**config.mk**
```make
export PLATFORM = sky130hd
export DESIGN_NAME = serial_uart_bridge_flat
export DESIGN_NICKNAME = d
export VERILOG_FILES = /design/src/rtl/serial_uart_bridge_if.sv /design/src/rtl/serial_uart_bridge.sv /design/src/flat_wrapper.sv
export SDC_FILE = /design/constraint.sdc
export NUM_CORES = 1
export LEC_CHECK = 0
export ABC_AREA = 0
export BUFFER_PORTS_ARGS = -buffer_cell sky130_fd_sc_hd__buf_4
export CAP_MARGIN = 20
export CORE_MARGIN = 1
export CORE_UTILIZATION = 60
export DETAILED_ROUTE_END_ITERATION = 8
export PLACE_DENSITY = 0.78
export SLEW_MARGIN = 20
export SYNTH_ARGS = -nofsm -noshare
export SYNTH_HDL_FRONTEND = slang
export SYNTH_SLANG_ARGS = --single-unit
```
**constraint.sdc**
```tcl
create_clock -name clock -period 4.3 [get_ports clock]
set_input_delay 1.29 -clock clock [delete_from_list [all_inputs] [get_ports clock]]
set_output_delay 1.29 -clock clock [all_outputs]
set_load 0.005 [all_outputs]
```
**src/rtl/serial_uart_bridge_if.sv**
```systemverilog
// Processor-side serial port of the UART bridge: RX FIFO head/valid, TX FIFO ready,
// and the processor's write data with its read/write strobes.
interface serial_uart_bridge_if;
    logic [7:0] serial_in;
    logic       serial_valid_in;
    logic       serial_ready_in;
    logic [7:0] serial_out;
    logic       serial_rden_out;
    logic       serial_wren_out;

    modport master (
        input  serial_in, serial_valid_in, serial_ready_in,
        output serial_out, serial_rden_out, serial_wren_out
    );

    modport slave (
        output serial_in, serial_valid_in, serial_ready_in,
        input  serial_out, serial_rden_out, serial_wren_out
    );
endinterface

```
**src/rtl/serial_uart_bridge.sv**
```systemverilog
// UART bridge: 8N1 receiver and transmitter, each buffered by a show-ahead byte FIFO,
// exposed to the processor through serial_uart_bridge_if.
module serial_uart_bridge_fifo #(
    parameter int FIFO_AW = 4
) (
    input  logic       clock,
    input  logic       reset,
    input  logic       push,
    input  logic [7:0] wdata,
    input  logic       pop,
    output logic [7:0] rdata,
    output logic       empty,
    output logic       full
);
    localparam int DEPTH = 1 << FIFO_AW;

    logic [7:0]         mem [DEPTH];
    logic [FIFO_AW-1:0] wr_ptr;
    logic [FIFO_AW-1:0] rd_ptr;
    logic [FIFO_AW:0]   count;
    logic               push_ok;
    logic               pop_ok;

    assign empty   = (count == '0);
    assign full    = (count == (FIFO_AW+1)'(DEPTH));
    assign push_ok = push && !full;
    assign pop_ok  = pop && !empty;
    // Empty FIFO presents zero rather than a stale memory word.
    assign rdata   = empty ? 8'h00 : mem[rd_ptr];

    always_ff @(posedge clock) begin
        if (reset) begin
            wr_ptr <= '0;
            rd_ptr <= '0;
            count  <= '0;
        end else begin
            if (push_ok) wr_ptr <= wr_ptr + 1'b1;
            if (pop_ok)  rd_ptr <= rd_ptr + 1'b1;
            case ({push_ok, pop_ok})
                2'b10:   count <= count + 1'b1;
                2'b01:   count <= count - 1'b1;
                default: count <= count;
            endcase
        end
    end

    always_ff @(posedge clock) begin
        if (push_ok) mem[wr_ptr] <= wdata;
    end
endmodule

module serial_uart_bridge #(
    parameter int CLKS_PER_BIT = 434,
    parameter int FIFO_AW      = 4
) (
    input  logic                 clock,
    input  logic                 reset,
    serial_uart_bridge_if.slave  bus,
    input  logic                 uart_rx,
    output logic                 uart_tx,
    input  logic                 err_clear,
    output logic                 rx_overrun,
    output logic                 rx_frame_err,
    output logic                 tx_busy
);
    localparam int            CW        = $clog2(CLKS_PER_BIT);
    localparam logic [CW-1:0] BIT_LAST  = CW'(CLKS_PER_BIT - 1);
    localparam logic [CW-1:0] HALF_LAST = CW'(CLKS_PER_BIT / 2 - 1);

    typedef enum logic [1:0] {RX_IDLE, RX_START, RX_DATA, RX_STOP} rx_state_t;
    typedef enum logic [1:0] {TX_IDLE, TX_START, TX_DATA, TX_STOP} tx_state_t;

    rx_state_t     rx_state, rx_state_n;
    logic          rx_meta, rx_sync;
    logic [CW-1:0] rx_cnt, rx_cnt_n;
    logic [2:0]    rx_bit, rx_bit_n;
    logic [7:0]    rx_shift, rx_shift_n;
    logic          rx_push, overrun_set, frame_set;
    logic          rx_empty, rx_full;

    tx_state_t     tx_state, tx_state_n;
    logic [CW-1:0] tx_cnt, tx_cnt_n;
    logic [2:0]    tx_bit, tx_bit_n;
    logic [7:0]    tx_shift, tx_shift_n;
    logic          tx_line, tx_line_n;
    logic          tx_pop;
    logic [7:0]    tx_head;
    logic          tx_empty, tx_full;

    serial_uart_bridge_fifo #(.FIFO_AW(FIFO_AW)) rx_fifo (
        .clock (clock),
        .reset (reset),
        .push  (rx_push),
        .wdata (rx_shift),
        .pop   (bus.serial_rden_out),
        .rdata (bus.serial_in),
        .empty (rx_empty),
        .full  (rx_full)
    );

    serial_uart_bridge_fifo #(.FIFO_AW(FIFO_AW)) tx_fifo (
        .clock (clock),
        .reset (reset),
        .push  (bus.serial_wren_out),
        .wdata (bus.serial_out),
        .pop   (tx_pop),
        .rdata (tx_head),
        .empty (tx_empty),
        .full  (tx_full)
    );

    assign bus.serial_valid_in = !rx_empty;
    assign bus.serial_ready_in = !tx_full;
    assign uart_tx             = tx_line;
    assign tx_busy             = (tx_state != TX_IDLE) || !tx_empty;

    always_ff @(posedge clock) begin
        if (reset) begin
            rx_meta  <= 1'b1;
            rx_sync  <= 1'b1;
            rx_state <= RX_IDLE;
            rx_cnt   <= '0;
            rx_bit   <= '0;
        end else begin
            rx_meta  <= uart_rx;
            rx_sync  <= rx_meta;
            rx_state <= rx_state_n;
            rx_cnt   <= rx_cnt_n;
            rx_bit   <= rx_bit_n;
        end
        rx_shift <= rx_shift_n;
    end

    always_comb begin
        rx_state_n  = rx_state;
        rx_cnt_n    = rx_cnt + 1'b1;
        rx_bit_n    = rx_bit;
        rx_shift_n  = rx_shift;
        rx_push     = 1'b0;
        overrun_set = 1'b0;
        frame_set   = 1'b0;
        case (rx_state)
            RX_IDLE: begin
                rx_cnt_n = '0;
                rx_bit_n = '0;
                if (!rx_sync) rx_state_n = RX_START;
            end
            RX_START: begin
                // A start bit that is no longer low at its midpoint is treated as noise.
                if (rx_cnt == HALF_LAST) begin
                    rx_cnt_n   = '0;
                    rx_state_n = rx_sync ? RX_IDLE : RX_DATA;
                end
            end
            RX_DATA: begin
                if (rx_cnt == BIT_LAST) begin
                    rx_cnt_n   = '0;
                    rx_shift_n = {rx_sync, rx_shift[7:1]};
                    rx_bit_n   = rx_bit + 3'd1;
                    if (rx_bit == 3'd7) rx_state_n = RX_STOP;
                end
            end
            RX_STOP: begin
                if (rx_cnt == BIT_LAST) begin
                    rx_cnt_n   = '0;
                    rx_state_n = RX_IDLE;
                    if (!rx_sync)     frame_set   = 1'b1;
                    else if (rx_full) overrun_set = 1'b1;
                    else              rx_push     = 1'b1;
                end
            end
            default: rx_state_n = RX_IDLE;
        endcase
    end

    // Error flags are set-dominant over err_clear.
    always_ff @(posedge clock) begin
        if (reset) begin
            rx_overrun   <= 1'b0;
            rx_frame_err <= 1'b0;
        end else begin
            if (overrun_set)    rx_overrun <= 1'b1;
            else if (err_clear) rx_overrun <= 1'b0;
            if (frame_set)      rx_frame_err <= 1'b1;
            else if (err_clear) rx_frame_err <= 1'b0;
        end
    end

    always_ff @(posedge clock) begin
        if (reset) begin
            tx_state <= TX_IDLE;
            tx_cnt   <= '0;
            tx_bit   <= '0;
            tx_line  <= 1'b1;
        end else begin
            tx_state <= tx_state_n;
            tx_cnt   <= tx_cnt_n;
            tx_bit   <= tx_bit_n;
            tx_line  <= tx_line_n;
        end
        tx_shift <= tx_shift_n;
    end

    always_comb begin
        tx_state_n = tx_state;
        tx_cnt_n   = tx_cnt + 1'b1;
        tx_bit_n   = tx_bit;
        tx_shift_n = tx_shift;
        tx_pop     = 1'b0;
        case (tx_state)
            TX_IDLE: begin
                tx_cnt_n = '0;
                tx_bit_n = '0;
                if (!tx_empty) begin
                    tx_pop     = 1'b1;
                    tx_shift_n = tx_head;
                    tx_state_n = TX_START;
                end
            end
            TX_START: begin
                if (tx_cnt == BIT_LAST) begin
                    tx_cnt_n   = '0;
                    tx_state_n = TX_DATA;
                end
            end
            TX_DATA: begin
                if (tx_cnt == BIT_LAST) begin
                    tx_cnt_n   = '0;
                    tx_bit_n   = tx_bit + 3'd1;
                    tx_shift_n = {1'b1, tx_shift[7:1]};
                    if (tx_bit == 3'd7) tx_state_n = TX_STOP;
                end
            end
            TX_STOP: begin
                if (tx_cnt == BIT_LAST) begin
                    tx_cnt_n   = '0;
                    tx_state_n = TX_IDLE;
                end
            end
            default: tx_state_n = TX_IDLE;
        endcase
        // The pin is registered from the next state so it never glitches on decode.
        if (tx_state_n == TX_START)     tx_line_n = 1'b0;
        else if (tx_state_n == TX_DATA) tx_line_n = tx_shift_n[0];
        else                            tx_line_n = 1'b1;
    end
endmodule
```
**src/flat_wrapper.sv**
```systemverilog
// flat-port wrapper written by rule: the top's interface ports become plain ports
module serial_uart_bridge_flat 
#(
    parameter int CLKS_PER_BIT = 434,
    parameter int FIFO_AW      = 4
)
  (clock, reset, uart_rx, uart_tx, err_clear, rx_overrun, rx_frame_err, tx_busy, bus_serial_in, bus_serial_valid_in, bus_serial_ready_in, bus_serial_out, bus_serial_rden_out, bus_serial_wren_out);
  serial_uart_bridge_if bus_i ();
  input  logic clock;
  input  logic reset;
  input  logic uart_rx;
  output logic uart_tx;
  input  logic err_clear;
  output logic rx_overrun;
  output logic rx_frame_err;
  output logic tx_busy;
  output wire logic [$bits(bus_i.serial_in)-1:0] bus_serial_in;
  output wire logic [$bits(bus_i.serial_valid_in)-1:0] bus_serial_valid_in;
  output wire logic [$bits(bus_i.serial_ready_in)-1:0] bus_serial_ready_in;
  input wire logic [$bits(bus_i.serial_out)-1:0] bus_serial_out;
  input wire logic [$bits(bus_i.serial_rden_out)-1:0] bus_serial_rden_out;
  input wire logic [$bits(bus_i.serial_wren_out)-1:0] bus_serial_wren_out;
  assign bus_serial_in = bus_i.serial_in;
  assign bus_serial_valid_in = bus_i.serial_valid_in;
  assign bus_serial_ready_in = bus_i.serial_ready_in;
  assign bus_i.serial_out = bus_serial_out;
  assign bus_i.serial_rden_out = bus_serial_rden_out;
  assign bus_i.serial_wren_out = bus_serial_wren_out;
  serial_uart_bridge #(.CLKS_PER_BIT(CLKS_PER_BIT), .FIFO_AW(FIFO_AW)) u_core (.clock(clock), .reset(reset), .bus(bus_i), .uart_rx(uart_rx), .uart_tx(uart_tx), .err_clear(err_clear), .rx_overrun(rx_overrun), .rx_frame_err(rx_frame_err), .tx_busy(tx_busy));
endmodule
```
==> run metrics, run 1 <==
sequential share of power between 50% and 60%; DR DRC count 0; combinational power share 9.1%; Area Overhead vs Synth 12.0%; routed wire length 24900 microns; Post-Synth Simple-Gate Area 6.98%; vias in the first global route about 7300; min Tclk post-route 3.72 ns; main combinational cell family by area after synthesis multiplexers; Yosys top cell area share 59.8%; CP Buf/Inv Count 2; endpoints failing hold 0; Post-synth EDFFs 271; syn_nets between 800 and 900; CP top delay family multiplexers; RePlAce Congestion 0.761; H-tree depth 2; Die Y between 150 and 200 microns; register area share after synthesis between 60% and 70%; final setup fails 0; run status complete, no violations; Fmax 0.269 GHz; most frequent cells in the layout 271 x edfxtp_1, 92 x nor2_1, 66 x dfxtp_1; number of placed I/O pins 28; Clk pwr share 40.0%; NetSw 1.66 mW; Routed met1 length around 10000 microns; die width ~150 microns; final hold slack 0.415 ns; GRT Total Usage 22.0%; initial core utilization 61.8%; maxcap violations 0; router iterations before antenna repair 7; Std-Cell Rows 54; WL met3 1110 microns; Slew headroom 32.1%; grt ovf 0; Mapped Cells 821; Crit Path Max Fanout 14; clock-pin slew on the worst setup and hold paths 0.06 ns; DRT antenna net count 0; startpoint class of the critical path register; critical path's most frequent cell buf_4; CORE AREA roughly 22000 sq um; Post-CTS Hold Fix Bufs 0; antenna violations before repair 0; DPL Wire Length 16000 microns; initial DRC count ~510; diode count 0; post-CTS setup buffers 0; leakage 4.96 nW; yosys warns 0; clock root buffer master clkbuf_16; Pint 5.75 mW; area leader, netlist edfxtp_1; Worst Tran Pin Value 1.02 ns; period utilisation layout between 80% and 90%; drt via density 6.11; Crit. End Element output port; synthesized-area fraction occupied by adder cells under 10%; post-synth cell types 58; Final nets 904; post-cts repair resize count 0; DR vias 7120; xor and xnor area share after synthesis 1.99%; WP data required 3.01 ns; Worst VDD drop 0.378 mV; Syn Std Cell Area 13600 sq um; RSZ-0062 raised after global routing false; PortBufs 27; Synth Area in Compound Gates under 10%; Clock Tree Buf Depth 3; fraction of synthesis flops using an asynchronous set or reset pin 0%; WL/cell 21.4 microns; synth top area cells edfxtp_1 60%, mux4_2 11%, dfxtp_1 10%; Top FF cell, synth edfxtp_1; CTS Buf Count 34; mux cell area share after synthesis approximately 14%; Synth Area per Inst 16.6 sq um; Hold Crit Class register to register; most common cell after layout, fill and taps aside edfxtp_1; pwr/cell area between 400 and 500 nW/um^2; Met2 Wirelength between 10000 and 15000 microns; Clock Latency Late Sink 0.52 ns; first-pass GRT wire length ~40000 microns; setup total negative slack 0 ns; flops & latches, synth approximately 340; Worst Path Arrival ~2.4 ns; Crit Path Category register to output port; skew final 0.0147 ns; Largest stage delay, worst path 0.56 ns; max-slew violation count 0; DR top layer met4; largest net degree at the start of global routing 52; critical path cell sequence buf_4 > mux4_2 > mux2i_1 > o22ai_1 > buf_4; CTS tree done; Sinks on Clock Net around 340; Crit-path slowest cell mux4_2; layout cells sized above 1 19.9%; DIE AREA ~23000 sq um; Net Sw Frac 22.4%
## final cells by class
| cell class | instances | area [sq um] |
|---|---|---|
| Timing Repair Buffer | 42 | 315 |
| Inverter | 22 | 82.6 |
| Tap cell | 280 | 350 |
| Multi-Input combinational cell | 423 | 3880 |
| Clock inverter | 20 | 234 |
| Sequential cell | 339 | 9500 |
| Fill cell | 1371 | 6780 |
| Clock buffer | 39 | 880 |
## registers in the layout, indices dropped and copies added, names as in the netlist, 2 cells and up, named ones only
signal and cells:
u_core.rx_bit 3, u_core.rx_cnt 9, u_core.rx_fifo.count 5, u_core.rx_fifo.mem 128, u_core.rx_fifo.rd_ptr 4, u_core.rx_fifo.wr_ptr 4
u_core.rx_shift 8, u_core.tx_bit 3, u_core.tx_cnt 9, u_core.tx_fifo.count 5, u_core.tx_fifo.mem 128, u_core.tx_fifo.rd_ptr 4
u_core.tx_fifo.wr_ptr 4, u_core.tx_shift 8, u_core.tx_state 2
## Yosys cell counts, types with 4 or more instances
cell        n
o21ai_0    10
dfxtp_1    68
ha_1       27
a21oi_1    14
nand2_1    29
inv_1      22
mux2i_1    30
nor2_1     92
xnor2_1    14
nand3_1    12
buf_1       8
xor2_1     17
nand4_1     4
mux2_2      9
or3_1       4
clkbuf_1   20
or2_2       4
buf_2       7
nand2b_1    7
edfxtp_1  271
a221o_1     6
a211o_1     4
o22ai_1    11
nor3_1     12
nor2b_1     4
mux4_2     64
## through the flow
step / cell area (sq um) / instances / worst slack (ns) / util, % / power [mW]
final: 15200 / 1165 / 0.581 / 69.2 / 7.41
after CTS: 15200 / 1165 / 0.527 / 69.2 / 7.45
after detailed placement: 14100 / 1106 / 0.596 / 64.2 / 4.51
after floorplan: 13600 / 821 / 0.726 / - / 4.30
after global routing: 15200 / 1165 / 0.446 / 69.2 / 7.67
after global placement: 14100 / 1106 / 0.686 / 64.2 / 4.47
## logic make-up after synthesis
kind of cell	after synthesis
flip-flops	339
multiplexers	104
buffers and inverters	59
AND/OR/NAND/NOR	195
XOR/XNOR	31
adder cells (fa/ha/maj)	28
AO/OA/AOI/OAI	65
## path summary, 6_finish.rpt
check,from,endpoint,slack [ns],cells past startpoint
max,register,bus_serial_in[5],0.58,5
min,u_core.rx_meta,u_core.rx_sync,0.41,1
max reg2reg,u_core.rx_cnt[0],u_core.rx_fifo.count[4],0.72,13
min reg2reg,u_core.rx_meta,u_core.rx_sync,0.41,1
## worst register-to-register path: stages, from the launching register on
cell and delay [ns]:
dfxtp_1 0.40, ha_1 0.17, nand4bb_1 0.14, or3_4 0.39
nor4_4 0.47, inv_1 0.14, ha_1 0.33, xor2_1 0.18
ha_1 0.24, o21ai_0 0.28, o22ai_1 0.15, a221oi_1 0.33
or3_1 0.16, a21oi_1 0.06
## power groups by stage
stage / Sequential, mW / Combinational, mW / Clock, mW
floorplan: 3.78 / 0.514 / 0
global placement: 3.83 / 0.633 / 0
detailed placement: 3.84 / 0.668 / 0
CTS: 3.78 / 0.673 / 3.00
global route: 3.79 / 0.751 / 3.12
finish: 3.78 / 0.674 / 2.96
## per-layer routing
metal | track usage [%] | up-vias
met5 | 0 | -
met4 | 7.55 | 0
met3 | 3.16 | 43
met2 | 38.8 | 198
met1 | 28.2 | 3637
li1 | - | 3242
(Power assumes the default switching activity.)
==> run 2, diff against run 1 <==
ABC_AREA = 1   (was 0)
CORE_ASPECT_RATIO = 0.8   (was default)
==> run metrics, run 2 <==
Mapped Cells between 1000 and 1500; H-tree depth 2; DR DRC count 0; routed wire length roughly 29000 microns; Yosys top cell area share 57.5%; maxcap violations 0; yosys warns 0; syn_nets between 1000 and 1500; FF/Latch Area 9500 sq um; RSZ-0062 raised after global routing false; synthesized-area fraction occupied by adder cells 2.53%; diode count 0; Worst Tran Pin Value 1.03 ns; Crit path depth 6; initial core utilization about 62%; FF-to-FF Start u_core.tx_fifo.count[1]; setup total negative slack 0 ns; main combinational cell family by area after synthesis simple AND/OR/NAND/NOR gates; Clock Latency Late Sink 0.51 ns; clock-pin slew on the worst setup and hold paths approximately 0.06 ns; DPL Wire Length 17800 microns; endpoints failing hold 0; final hold slack between 0.4 and 0.5 ns; min Tclk post-route approximately 3.7 ns; xor and xnor area share after synthesis 1.04%; Top FF cell, synth edfxtp_1; flops & latches, synth 339; fillers 1636; Largest stage delay, worst path 0.54 ns; Clock Tree Buf Depth 3; number of placed I/O pins 28; startpoint class of the critical path register; run status complete, no violations; Syn Std Cell Area 14100 sq um; final setup fails 0; CP top delay family compound AO/OA/AOI/OAI gates; max-slew violation count 0; CP Buf/Inv Count 2; grt ovf 0; die width 174 microns; Post-CTS Hold Fix Bufs 0; total power approximately 8.8 mW; Sinks on Clock Net 339; Worst VDD drop 0.438 mV; Std-Cell Rows 49; critical path's most frequent cell buf_4; Slew headroom 31.5%; Crit-path slowest cell dfxtp_2; PortBufs 27; CTS Buf Count 34; first-pass GRT wire length 46000 microns; DRT antenna net count 0; post-cts repair resize count 0; fraction of synthesis flops using an asynchronous set or reset pin 0%; Crit. End Element output port; DR vias 9211; drt via density 5.85; layout cells sized above 1 8.98%; final core utilization about 68%; Multi-input gate area 4030 sq um; R2R cell count 16; largest net degree at the start of global routing 65; Post-synth EDFFs ~270; vias in the first global route 8903; GRT Total Usage 24.1%; WP data required 3.01 ns; most common cell after layout, fill and taps aside edfxtp_1; Synth Area per Inst 11.5 sq um; area leader, netlist edfxtp_1; synth cell count leaders 271 x edfxtp_1, 222 x nor2_1, 126 x nand2_1; DIE AREA about 24000 sq um; pwr/cell area between 500 and 600 nW/um^2; Worst Path Arrival 2.44 ns; Fmax 0.268 GHz; register area share after synthesis ~67%; hold_sp u_core.rx_meta; most common cell in the netlist edfxtp_1; CORE AREA 22800 sq um; Final nets 1289; placed cells 1517; initial DRC count 1096; CTS tree done; leakage 5.46 nW; CP endpoint bus_serial_in[3]; Die Y 139 microns; Crit Path Max Fanout 48; Area Overhead vs Synth 9.76%; synth top area cells edfxtp_1 58%, dfxtp_1 9.6%, nor2_1 5.9%; RR Endpoint u_core.tx_fifo.count[4]; Hold Crit Class register to register; most frequent cells in the layout 271 x edfxtp_1, 222 x nor2_1, 126 x nand2_1; router iterations before antenna repair 5; antenna violations before repair 0; clock root buffer master clkbuf_16; critical path cell sequence buf_4 > o21ai_0 > o221ai_1 > nand3_1 > a21oi_1 > buf_4; Synth Area in Compound Gates roughly 11%; Post-Layout Cell Count 1575; post-synth cell types 47; period utilisation layout slightly below 90%; RePlAce Congestion 0.808; WL/cell 18.4 microns; post-CTS setup buffers 0; mux cell area share after synthesis 0%; Post-Synth Simple-Gate Area 13.9%; skew final 0.0179 ns; R2R Setup Slk 1.47 ns; biggest regs u_core.rx_fifo.mem x128, u_core.tx_fifo.mem x128; Crit Path Category register to output port
## run 2: cell count changes after synthesis, sizes merged, moves of 17 or more
cell | before | now
buf | 16 | 33
nor2 | 92 | 227
mux2i | 30 | 0
o211ai | 0 | 26
o21ai | 10 | 112
mux4 | 64 | 0
a21oi | 14 | 38
o21bai | 1 | 35
inv | 22 | 87
nand3 | 12 | 65
nand2 | 29 | 139
o221ai | 0 | 32
## run 2: layout make-up
class	instances	share of cell area [%]
sequential	339	61.2
multi-input combinational	753	25.9
clock buffer	51	6.43
tap	306	2.47
inverter	88	2.22
timing repair buffer	31	1.50
clock inverter	7	0.218
## run 2: cells by family (layout without fill, tap and decap cells)
| family | Yosys count | count (layout) |
|---|---|---|
| AOI/OAI and AO/OA | 252 | 252 |
| xor gates and xnor gates | 16 | 16 |
| and+or+nand+nor | 457 | 457 |
| adders and majority gates | 28 | 28 |
| DFF | 339 | 339 |
| buffers and inverters | 141 | 177 |
## run 2: metrics by stage
step,worst slack [ns],instance area (sq um)
after floorplan,1.57,14100
after global placement,1.19,14500
after detailed placement,1.15,14500
after CTS,0.601,15500
after global routing,0.412,15500
final,0.570,15500
## run 2: worst min-delay path by stage
stage                           to  slack, ns  depth (start not counted)
global placement    u_core.rx_sync       0.40                          1
global route        u_core.rx_sync       0.42                          1
CTS                 u_core.rx_sync       0.41                          1
finish              u_core.rx_sync       0.41                          1
detailed placement  u_core.rx_sync       0.40                          1
floorplan           u_core.rx_sync       0.39                          1
## run 2: per-layer routing
| layer | GRT usage [%] | up-vias | wire (microns) | part of all wire [%] |
|---|---|---|---|---|
| met1 | 36.3 | 4434 | 13400 | 46 |
| met3 | 4.15 | 52 | 2110 | 7.3 |
| li1 | - | 4375 | - | - |
| met2 | 36.5 | 350 | 13000 | 45 |
| met5 | 0 | - | 0 | 0 |
| met4 | 6.42 | 0 | 463 | 1.6 |
## run 2: where the power goes
part | switching, mW | internal [mW]
clock | 1.16 | 1.60
sequential | 0.143 | 3.70
combinational | 1.43 | 0.748
